$ cat config.mk
export PLATFORM = sky130hd
export DESIGN_NAME = cam_frame_capture
export DESIGN_NICKNAME = d
export VERILOG_FILES = /design/src/rtl/cam_pkg.sv /design/src/rtl/cam_edge_det.sv /design/src/rtl/cam_frame_capture.sv
export SDC_FILE = /design/constraint.sdc
export NUM_CORES = 1
export LEC_CHECK = 0
export CAP_MARGIN = 20
export CORE_UTILIZATION = 62
export CTS_CLUSTER_SIZE = 10
export DETAILED_ROUTE_END_ITERATION = 10
export GPL_ROUTABILITY_DRIVEN = 1
export PLACE_DENSITY = 0.86
export SLEW_MARGIN = 20
export SYNTH_ARGS = -nofsm -noshare
export SYNTH_HDL_FRONTEND = slang
export SYNTH_SLANG_ARGS = --single-unit
export TNS_END_PERCENT = 20
$ cat constraint.sdc
create_clock -name clk -period 7.1 [get_ports clk]
set_input_delay 1.42 -clock clk [delete_from_list [all_inputs] [get_ports clk]]
set_output_delay 1.42 -clock clk [all_outputs]
set_load 0.02 [all_outputs]
$ cat src/rtl/cam_pkg.sv
// cam_pkg: shared window geometry defaults and capture state encoding
package cam_pkg;
  localparam int CAM_H_BYTES = 640;
  localparam int CAM_V_LINES = 200;
  localparam int CAM_ADDR_W = 17;
  localparam int FB_BYTES = CAM_H_BYTES * CAM_V_LINES;
  typedef enum logic [1:0] {
    WAIT_VS = 2'd0,
    SYNC    = 2'd1,
    CAPTURE = 2'd2,
    FROZEN  = 2'd3
  } cam_state_e;
endpackage

$ cat src/rtl/cam_edge_det.sv
// cam_edge_det: registers the camera bus once and flags vsync/href edges on the registered copies
module cam_edge_det (
  input  logic       clk,
  input  logic       reset_n,
  input  logic       vsync_i,
  input  logic       href_i,
  input  logic [7:0] pdata_i,
  output logic       q_vsync_o,
  output logic       q_href_o,
  output logic [7:0] q_pdata_o,
  output logic       vs_rise_o,
  output logic       vs_fall_o,
  output logic       hr_fall_o
);
  logic       vsync_q, href_q, vsync_p_q, href_p_q;
  logic [7:0] pdata_q;
  always_ff @(posedge clk) begin
    if (!reset_n) begin
      vsync_q   <= 1'b0;
      href_q    <= 1'b0;
      pdata_q   <= 8'd0;
      vsync_p_q <= 1'b0;
      href_p_q  <= 1'b0;
    end else begin
      vsync_q   <= vsync_i;
      href_q    <= href_i;
      pdata_q   <= pdata_i;
      vsync_p_q <= vsync_q;
      href_p_q  <= href_q;
    end
  end
  assign q_vsync_o = vsync_q;
  assign q_href_o  = href_q;
  assign q_pdata_o = pdata_q;
  assign vs_rise_o = vsync_q & ~vsync_p_q;
  assign vs_fall_o = ~vsync_q & vsync_p_q;
  assign hr_fall_o = ~href_q & href_p_q;
endmodule

$ cat src/rtl/cam_frame_capture.sv
// cam_frame_capture: crops the YUYV byte stream to a fixed window and writes it raster-ordered,
// holding the buffer frozen after a complete frame while a freeze is requested
module cam_frame_capture
  import cam_pkg::*;
#(
  parameter int H_BYTES = CAM_H_BYTES,
  parameter int V_LINES = CAM_V_LINES,
  parameter int ADDR_W  = CAM_ADDR_W
) (
  input  logic              clk,
  input  logic              reset_n,
  input  logic              vsync,
  input  logic              href,
  input  logic [7:0]        pdata,
  input  logic              freeze_req,
  output logic              wr_en,
  output logic [ADDR_W-1:0] wr_addr,
  output logic [7:0]        wr_data,
  output logic              frozen,
  output logic              short_line,
  output logic              short_frame
);
  localparam logic [9:0]        H_MAX  = 10'(H_BYTES);
  localparam logic [7:0]        V_MAX  = 8'(V_LINES);
  localparam logic [ADDR_W-1:0] H_STEP = ADDR_W'(H_BYTES);
  logic              q_vsync, q_href, vs_rise, vs_fall, hr_fall;
  logic [7:0]        q_pdata;
  cam_state_e        state_q;
  logic [9:0]        col_q;
  logic [7:0]        line_q;
  logic [ADDR_W-1:0] addr_q, wr_addr_q;
  logic [7:0]        wr_data_q;
  logic              wr_en_q, frozen_q, short_line_q, short_frame_q;
  logic              accept_d, line_end_d, short_frame_d;
  cam_edge_det u_edge (
    .clk       (clk),
    .reset_n   (reset_n),
    .vsync_i   (vsync),
    .href_i    (href),
    .pdata_i   (pdata),
    .q_vsync_o (q_vsync),
    .q_href_o  (q_href),
    .q_pdata_o (q_pdata),
    .vs_rise_o (vs_rise),
    .vs_fall_o (vs_fall),
    .hr_fall_o (hr_fall)
  );
  // a line ending on the same cycle vsync rises still counts toward the frame
  always_comb begin
    accept_d      = state_q == CAPTURE && q_href && !q_vsync && col_q < H_MAX && line_q < V_MAX;
    line_end_d    = hr_fall && col_q != 10'd0;
    short_frame_d = short_frame_q || (line_q + {7'd0, line_end_d}) < V_MAX;
  end
  always_ff @(posedge clk) begin
    if (!reset_n) begin
      state_q       <= WAIT_VS;
      col_q         <= '0;
      line_q        <= '0;
      addr_q        <= '0;
      wr_en_q       <= 1'b0;
      wr_addr_q     <= '0;
      wr_data_q     <= '0;
      frozen_q      <= 1'b0;
      short_line_q  <= 1'b0;
      short_frame_q <= 1'b0;
    end else begin
      wr_en_q <= accept_d;
      if (accept_d) begin
        wr_addr_q <= addr_q;
        wr_data_q <= q_pdata;
        addr_q    <= addr_q + 1'b1;
        col_q     <= col_q + 1'b1;
      end
      case (state_q)
        WAIT_VS: if (q_vsync) state_q <= SYNC;
        SYNC: if (vs_fall) begin
          col_q         <= '0;
          line_q        <= '0;
          addr_q        <= '0;
          short_line_q  <= 1'b0;
          short_frame_q <= 1'b0;
          state_q       <= CAPTURE;
        end
        CAPTURE: begin
          if (hr_fall) begin
            col_q <= '0;
            if (line_end_d) line_q <= line_q + 1'b1;
            // skip the unwritten tail so the next line starts on its raster boundary
            if (line_end_d && col_q < H_MAX) begin
              short_line_q <= 1'b1;
              addr_q       <= addr_q + H_STEP - ADDR_W'(col_q);
            end
          end
          if (vs_rise) begin
            short_frame_q <= short_frame_d;
            if (freeze_req && !short_frame_d) begin
              state_q  <= FROZEN;
              frozen_q <= 1'b1;
            end else state_q <= SYNC;
          end
        end
        FROZEN: if (!freeze_req) begin
          state_q  <= WAIT_VS;
          frozen_q <= 1'b0;
        end
        default: state_q <= WAIT_VS;
      endcase
    end
  end
  assign wr_en       = wr_en_q;
  assign wr_addr     = wr_addr_q;
  assign wr_data     = wr_data_q;
  assign frozen      = frozen_q;
  assign short_line  = short_line_q;
  assign short_frame = short_frame_q;
endmodule

==> summary.md, run 1 <==
| Metric | Value |
|---|---|
| Commonest non-fill, non-tap cell in the layout | dfxtp_1 |
| Arr. time, crit path | 3380 ps |
| Initial drt markers | 237 |
| Fraction of layout cells with a size suffix above 1 | 0.0457 |
| Cell count of the worst reg-to-reg path | 8 |
| IO Port Bufs | 41 |
| Hold Path Class | reg2reg |
| Vias per cell | 5.84 |
| Final WL | 9150 um |
| FF-to-FF setup slack | 4120 ps |
| Vias in the first global route | 3479 |
| H-tree Lvls | 3 |
| Antenna Cells | 0 |
| Cell Rows | 30 |
| Max Cap Violations | 0 |
| Maximum clock rate | 323 MHz |
| Syn_area_per_cell | 8.55 sq um |
| Die Span Y | 85.6 um |
| Routed len/inst | 14.6 um |
| Internal power | 0.628 mW |
| Setup crit start kind | primary input |
| Count of final setup violators | 0 |
| DRC | 0 |
| Crit path time final | 3100 ps |
| WS Path Type | in2reg |
| Area of the multi-input gates | 2590 sq um |
| Detailed Place HPWL | 6630 um |
| Initial antenna violation count | 0 |
| Synthesized flop and latch total | 78 |
| Final hold violation count | 0 |
| Routed Antenna Nets | 0 |
| Slew Viols, Final | 0 |
| Effective utilization at floorplan | 0.641 |
| Critical path required time | 7390 ps |
| Clk pwr share | 0.352 |
| Worst-case hold slack | 448 ps |
| Most frequent cells in the layout | dfxtp_1 (78), nand2_1 (74), clkdlybuf4s50_1 (41) |
| Latest clock arrival within the worst-skew pair | 370 ps |
| Leakage power | 1.89 nW |
| Main synth FF type | dfxtp_1 |
| Sink Count | 78 |
| Worst setup path end | addr_q[11] |
| Postcts setup bufs | 0 |
| Max-slew headroom | 0.338 |
| FF/Latch Area | 1560 sq um |
| Area Overhead vs Synth | 14.6% |
| VDD IR-drop max | 0.000170 V |
| Yosys warnings | 0 |
| R2r startpoint | state_q[0] |
| Clock buffer depth | 2 |
| Place WS | 3680 ps |
| First-pass GRT wire length | 15400 um |
| Die X | 85.6 um |
| Worst Tran Pin Value | 992 ps |
| Vias after detailed routing | 3661 |
| Synth cell types | 56 |
| Combinational power share | 0.148 |
| Post-Synthesis Cells | 507 |
| Sw power | 0.278 mW |
| Fill count | 496 |
| Root buffer cell | clkbuf_8 |
| Placed Area | 4780 sq um |
| Largest net degree at the start of global routing | 54 |
| RD Place Congestion | 0.906 |
| Overall Global Routing Usage | 0.262 |
| CTS tree | yes |
| Finished Cell Area | 4970 sq um |
| Crit path from | reset_n |
| Non-Filler Instances | 627 |
| Status | completed |
| Num CTS Buffers | 9 |
| Core area | 6760 sq um |
| Syn Nets | 560 |
| Pre-antenna DRT Iters | 4 |
| Crit path max fanout | 53 |
| Final nets | 595 |
| Num ports | 42 |
| Post-cts sizing count | 0 |
| Netlist Area Pre-Place | 4330 sq um |
| Worst R2R End | col_q[7] |
| Sequential share of power | 0.500 |
| Sw Share | 0.307 |
| Die Area | 7330 sq um |
| Async S/R FF share, synth | 0 |
| Crit. End Element | flip-flop |
| Setup TNS | 0 ps |
| Dpl cells | 611 |
| Post-synth EDFFs | 0 |
| Final Cycle Share | 0.436 |
| Power density over cell area | 182 nW/um^2 |
| Reg clk slew, reported paths | 90 ps |
| RSZ-0062 raised after global routing | no |
| Sequential share of the synthesized area | 0.360 |
| Final worst slack | 4000 ps |
| Clock Skew | 14.8 ps |
| Hold_buf cts | 0 |
| Gr ovfl total | 0 |
==> how the worst min path moves through the flow <==
stage               slack [ps]                 from  cells past startpoint    endpoint
floorplan                  430  u_edge.q_pdata_o[0]                      2  wr_data[0]
global placement           430  u_edge.q_pdata_o[3]                      2  wr_data[3]
detailed placement         440  u_edge.q_pdata_o[4]                      2  wr_data[4]
CTS                        450  u_edge.q_pdata_o[4]                      2  wr_data[4]
global route               470  u_edge.q_pdata_o[7]                      2  wr_data[7]
finish                     450  u_edge.q_pdata_o[3]                      2  wr_data[3]
==> routing by layer <==
layer,routed length [um],up-vias,global-route usage
met2,4400,95,0.433
met1,4190,1721,0.337
met5,0,-,0
met3,431,15,0.0529
li1,-,1830,-
met4,140,0,0.108
==> Yosys cell counts, drive strengths merged (3+ instances only) <==
master,count,area [sq um]
dfxtp,78,1560
nand2,74,278
ha,39,488
a21boi,29,218
inv,28,105
nor2,28,108
a21oi,21,105
o21ai,20,100
xnor2,20,175
xor2,20,175
and2,18,113
clkbuf,13,48.8
nand3,12,65.1
o22ai,12,75.1
nand4,10,62.6
nor3,10,55.1
a21o,6,45.0
and3,6,37.5
buf,6,36.3
nor2b,5,31.3
a211o,4,35.0
a211oi,4,30.0
a31oi,4,25.0
o21bai,4,30.0
or3,4,25.0
nand2b,3,18.8
==> sequential cells by signal, indices dropped and copies added, names as in the netlist <==
register          flops
short_line            1
addr_q               17
u_edge.vsync_p_q      1
u_edge.q_href_o       1
u_edge.q_pdata_o      8
short_frame           1
wr_addr              17
u_edge.href_p_q       1
u_edge.q_vsync_o      1
line_q                8
wr_en                 1
col_q                10
wr_data               8
frozen                1
state_q               2
==> metrics by stage <==
stage               utilization  power [mW]
finish                    0.735       0.906
global route              0.735       0.944
CTS                       0.735       0.911
floorplan                     -       0.561
global placement          0.708       0.590
detailed placement        0.708       0.595
==> cell type report <==
type | instances | area share
inverter | 28 | 0.0212
multi-input combinational | 382 | 0.521
clock inverter | 7 | 0.0128
timing repair buffer | 43 | 0.0856
tap | 80 | 0.0201
sequential | 78 | 0.314
clock buffer | 9 | 0.0249
==> power by group through the flow <==
stage	sequential (mW)	clock, mW	combinational, mW
finish	0.453	0.319	0.134
global route	0.454	0.342	0.148
CTS	0.453	0.324	0.134
detailed placement	0.463	0	0.132
global placement	0.463	0	0.127
floorplan	0.463	0	0.0983
==> cell families after synthesis <==
| logic type | Yosys count | share of synthesized area |
|---|---|---|
| and+or+nand+nor | 180 | 0.207 |
| AOI/OAI and AO/OA | 120 | 0.186 |
| DFF | 78 | 0.360 |
| buffers and inverters | 47 | 0.0439 |
| muxes | 2 | 0.00491 |
| adders and majority gates | 40 | 0.117 |
| xor gates and xnor gates | 40 | 0.0808 |
==> critical path, stage by stage <==
cell	delay [ps]
clkdlybuf4s50_1	460
buf_4	370
nand4_1	560
nor3_1	390
o2bb2ai_1	160
No activity file was read; power rests on OpenSTA's default activity.
==> run 2: changes to the inputs <==
- CORE_UTILIZATION: 62 -> 52
- PLACE_DENSITY: 0.86 -> 0.77
- clock period: 7.1 -> 2.8 ns (I/O delays scaled with it)
==> run 2 against run 1 <==
Net effect:
- via count shrank 0.30%
- die area grew 19%
- sequential share of layout area shrank 1.1 points
- largest cell class unchanged
- hold slack gained 1.6 ps
- combinational power grew to 2.7 times the previous value
- clock-buffer cell count is the same
- cell area grew 3.6%
- critical endpoint is now addr_q[16]
- critical path depth grew 4
- sequential cell count is the same
- clock power grew 150%
- register-to-register slack lost 3900 ps
==> summary.md, run 2 (synthesis gave the netlist of run 1 again) <==
| Metric | Value |
|---|---|
| Dpl cells | 648 |
| Setup crit start kind | flip-flop |
| Die X | 93.3 um |
| Cells along the critical path | inv_1 > ha_1 > ha_1 > o211a_1 > a211o_1 > a21oi_2 > o21ai_0 > and3b_1 > o32a_1 |
| Fill count | 643 |
| Latest clock arrival within the worst-skew pair | 360 ps |
| Setup TNS | 0 ps |
| RSZ-0062 raised after global routing | no |
| RD Place Congestion | 0.843 |
| Pre-antenna DRT Iters | 4 |
| CP most frequent cell | ha_1 |
| Status | completed |
| Effective utilization at floorplan | 0.549 |
| Routed len/inst | 14.4 um |
| Initial drt markers | 185 |
| VDD IR-drop max | 0.000360 V |
| Arr. time, crit path | 2880 ps |
| Overall Global Routing Usage | 0.237 |
| Worst Tran Pin Value | 696 ps |
| Slowest-stage cell, CP | dfxtp_2 |
| CTS tree | yes |
| IO Port Bufs | 41 |
| Cell count of the worst reg-to-reg path | 9 |
| CP peak stage delay | 380 ps |
| Vias after detailed routing | 3650 |
| Leakage power | 1.98 nW |
| Routed Antenna Nets | 0 |
| Die Area | 8700 sq um |
| Final hold violation count | 0 |
| Max-slew headroom | 0.533 |
| Hold Path Class | reg2reg |
| Root buffer cell | clkbuf_8 |
| DRC | 0 |
| First-pass GRT wire length | 16300 um |
| Crit. End Element | flip-flop |
| Count of final setup violators | 0 |
| Maximum clock rate | 380 MHz |
| Initial antenna violation count | 0 |
| Sink Count | 78 |
| Slew Viols, Final | 0 |
| Final Cycle Share | 0.939 |
| Critical path required time | 3050 ps |
| Power density over cell area | 445 nW/um^2 |
| WS Path Type | reg2reg |
| Core area | 7890 sq um |
| Non-Filler Instances | 665 |
| Num ports | 42 |
| Gr ovfl total | 0 |
| Cells on Worst Hold Path | 2 |
| Clock Skew | 12.0 ps |
| Antenna Cells | 0 |
| Max Cap Violations | 0 |
| Largest net degree at the start of global routing | 30 |
| Final WL | 9610 um |
| Final nets | 611 |
| H-tree Lvls | 3 |
| Crit path time final | 2630 ps |
| Commonest non-fill, non-tap cell in the layout | dfxtp_1 |
| Detailed Place HPWL | 7200 um |
| Most frequent cells in the layout | dfxtp_1 (77), nand2_1 (74), clkdlybuf4s50_1 (41) |
| FF-to-FF setup slack | 170 ps |
| Vias in the first global route | 3613 |
| Reg clk slew, reported paths | 90 ps |
| Die Span Y | 93.3 um |
| Cell Rows | 32 |
| Hold_buf cts | 0 |
| Vias per cell | 5.49 |
| Fraction of layout cells with a size suffix above 1 | 0.0853 |
| Area Overhead vs Synth | 18.8% |
| Num CTS Buffers | 9 |
| Clock buffer depth | 2 |
| Crit path max fanout | 5 |
run 2: area by class of cell:
type / instances / area (sq um) / share of cell area
multi-input combinational: 382 / 2620 / 0.510
sequential: 78 / 1560 / 0.304
timing repair buffer: 59 / 546 / 0.106
tap: 102 / 128 / 0.0248
clock buffer: 9 / 124 / 0.0241
inverter: 28 / 105 / 0.0204
clock inverter: 7 / 58.8 / 0.0114
run 2: worst paths after layout:
kind,startpoint,endpoint
min,u_edge.q_pdata_o[2],wr_data[2]
min reg2reg,u_edge.q_pdata_o[2],wr_data[2]
max,col_q[3],addr_q[16]
max reg2reg,col_q[3],addr_q[16]
run 2: where the power goes:
part / leakage (nW) / total, mW / internal (mW) / switching [mW]
Clock: 0.0917 / 0.786 / 0.334 / 0.452
Combinational: 1.25 / 0.358 / 0.137 / 0.221
Sequential: 0.632 / 1.15 / 1.13 / 0.0158
Total: 1.98 / 2.29 / 1.60 / 0.690
run 2: worst max-delay path, delay by kind of cell (launching register included):
family	cells	cell delay [ps]
compound gates	5	1190
fa+ha+maj	2	680
flops	1	380
simple gates	1	190
buf+inv	1	70
run 2: layer usage:
metal  GRT usage  share of wire  routed length [um]
met1       0.292           0.45                4360
met2       0.407           0.49                4670
met3      0.0553          0.048                 465
met4      0.0731          0.012                 114
met5           0              0                   0
run 2: timing repair:
action	in CTS	in global routing
endpoints found under the setup margin	1	2
pin swaps	0	1
hold endpoints to repair	0	0
resized for setup	1	7
setup buffers	0	1
run 2: per-stage QoR:
stage	power [mW]	utilization	hold WS [ps]	cell area, sq um	setup WS (ps)
2_1_floorplan	1.42	-	426	4330	211
3_3_place_gp	1.52	0.624	429	4920	146
3_5_place_dp	1.53	0.624	439	4920	48.5
4_1_cts	2.31	0.648	453	5110	69.9
5_1_grt	2.41	0.653	474	5150	7.47
6_report	2.29	0.653	450	5150	171
==> run 3: changes to the inputs <==
--- a/config.mk
+++ b/config.mk
@@ -8,3 +8,3 @@
 export CAP_MARGIN = 20
-export CORE_UTILIZATION = 52
+export CORE_UTILIZATION = 57
 export CTS_CLUSTER_SIZE = 10
@@ -12,3 +12,3 @@
 export GPL_ROUTABILITY_DRIVEN = 1
-export PLACE_DENSITY = 0.77
+export PLACE_DENSITY = 0.8
 export SLEW_MARGIN = 20
==> constraint.sdc (replaced) <==
create_clock -name clk -period 2.79 [get_ports clk]
set_input_delay 0.558 -clock clk [delete_from_list [all_inputs] [get_ports clk]]
set_output_delay 0.558 -clock clk [all_outputs]
set_load 0.1 [all_outputs]
==> run 3 against run 2 <==
Net effect:
- combinational power is 5.9% higher
- maximum frequency is 0.94% lower
- core utilization is 4.3 points higher
- critical path type unchanged
- highest routed layer unchanged
==> summary.md, run 3 (synthesis gave the netlist of run 1 again) <==
| Metric | Value |
|---|---|
| Crit path time final | 2650 ps |
| Slew Viols, Final | 0 |
| Final Power | 2.35 mW |
| Status | completed |
| Power density over cell area | 464 nW/um^2 |
| H-tree Lvls | 3 |
| Final Cycle Share | 0.951 |
| Latest clock arrival within the worst-skew pair | 370 ps |
| First-pass GRT wire length | 15600 um |
| Cell Rows | 31 |
| Clock Skew | 11.6 ps |
| Vias after detailed routing | 3718 |
| Routed len/inst | 14.8 um |
| DRC | 0 |
| Maximum clock rate | 377 MHz |
| Final hold violation count | 0 |
| Vias per cell | 5.62 |
| Metal2 WL | 4640 um |
| WL met1 | 4580 um |
| Combinational power share | 0.161 |
| Layout Utilization | 0.695 |
| Setup TNS | 0 ps |
| Critical path required time | 3050 ps |
| Routed Antenna Nets | 0 |
| Die Area | 7960 sq um |
| Initial antenna violation count | 0 |
| Fraction of layout cells with a size suffix above 1 | 0.133 |
| Sequential share of power | 0.490 |
| Fill count | 617 |
| Internal power | 1.62 mW |
| Core area | 7290 sq um |
| IO Port Bufs | 41 |
| Crit. End Element | flip-flop |
| Arr. time, crit path | 2910 ps |
| Non-Filler Instances | 662 |
| Clk pwr share | 0.349 |
| Leakage power | 2.04 nW |
| Most frequent cells in the layout | dfxtp_1 (76), nand2_1 (74), buf_4 (46) |
| Dpl cells | 646 |
| RSZ-0062 raised after global routing | no |
| Finished Cell Area | 5070 sq um |
| CTS tree | yes |
| Crit path max fanout | 5 |
| Reg clk slew, reported paths | 100 ps |
| Area Overhead vs Synth | 17.0% |
| Die Span Y | 89.2 um |
| Antenna Cells | 0 |
| Placed Area | 4860 sq um |
| Initial drt markers | 145 |
| Overall Global Routing Usage | 0.258 |
| Num ports | 42 |
| Sw power | 0.737 mW |
| Effective utilization at floorplan | 0.594 |
| Met3 WL | 325 um |
| VDD IR-drop max | 0.000326 V |
| Highest Signal Layer | met4 |
| Max-slew headroom | 0.504 |
| Setup crit start kind | flip-flop |
| Sink Count | 78 |
| Root buffer cell | clkbuf_8 |
| Largest net degree at the start of global routing | 53 |
| Gr ovfl total | 0 |
| Final WL | 9770 um |
| WS Path Type | reg2reg |
| Count of final setup violators | 0 |
| Die X | 89.2 um |
| Final nets | 611 |
| Pre-antenna DRT Iters | 4 |
| Worst Tran Pin Value | 739 ps |
| Clock buffer depth | 2 |
| Num CTS Buffers | 9 |
| Hold Path Class | reg2reg |
| Detailed Place HPWL | 7350 um |
| RD Place Congestion | 0.915 |
| Max Cap Violations | 0 |
| Sw Share | 0.313 |
| Commonest non-fill, non-tap cell in the layout | dfxtp_1 |
| Vias in the first global route | 3421 |
## run 3: repair_timing
item / CTS / global route
setup endpoints to repair: 0 / 2
hold buffers: 0 / 0
buffers inserted: 0 / 0
gates resized for setup: 0 / 5
## run 3: power groups by stage
stage               Sequential, mW  Clock (mW)  Combinational [mW]
finish                        1.15       0.822               0.379
global route                  1.16       0.881               0.417
CTS                           1.15       0.836               0.377
detailed placement            1.18           0               0.374
global placement              1.18           0               0.355
floorplan                     1.19           0               0.250
## run 3: per-layer routing
layer | vias up | global-route usage
met1 | 1763 | 0.331
met3 | 22 | 0.0489
met4 | 0 | 0.113
met2 | 73 | 0.425
li1 | 1860 | -
met5 | - | 0
## run 3: through the flow
step | hold slack (ps) | setup slack [ps]
5_1_grt | 466 | 17.5
3_5_place_dp | 443 | 50.2
6_report | 444 | 136
2_1_floorplan | 426 | 201
4_1_cts | 443 | 42.0
3_3_place_gp | 429 | 103
## run 3: final timing paths
path                                           from          to  slack, ps  cells past startpoint
worst max-delay path                       col_q[3]  addr_q[16]        140                      9
worst min-delay path            u_edge.q_pdata_o[2]  wr_data[2]        440                      2
worst max register to register             col_q[3]  addr_q[16]        140                      9
worst min register to register  u_edge.q_pdata_o[2]  wr_data[2]        440                      2
## run 3: worst max-delay path: stages (launching register included)
cell and delay [ps]:
dfxtp_2 380, inv_1 70, ha_1 290, ha_1 380, o211a_1 250, a211o_1 360
a21oi_1 200, o21ai_0 130, and3b_1 180, o32a_1 310
## run 3: layout make-up
class	instances	area, sq um	share of cell area
Clock buffer	9	124	0.0244
Clock inverter	7	63.8	0.0126
Inverter	28	105	0.0207
Multi-Input combinational cell	382	2610	0.514
Sequential cell	78	1560	0.308
Tap cell	99	124	0.0244
Timing Repair Buffer	59	485	0.0957
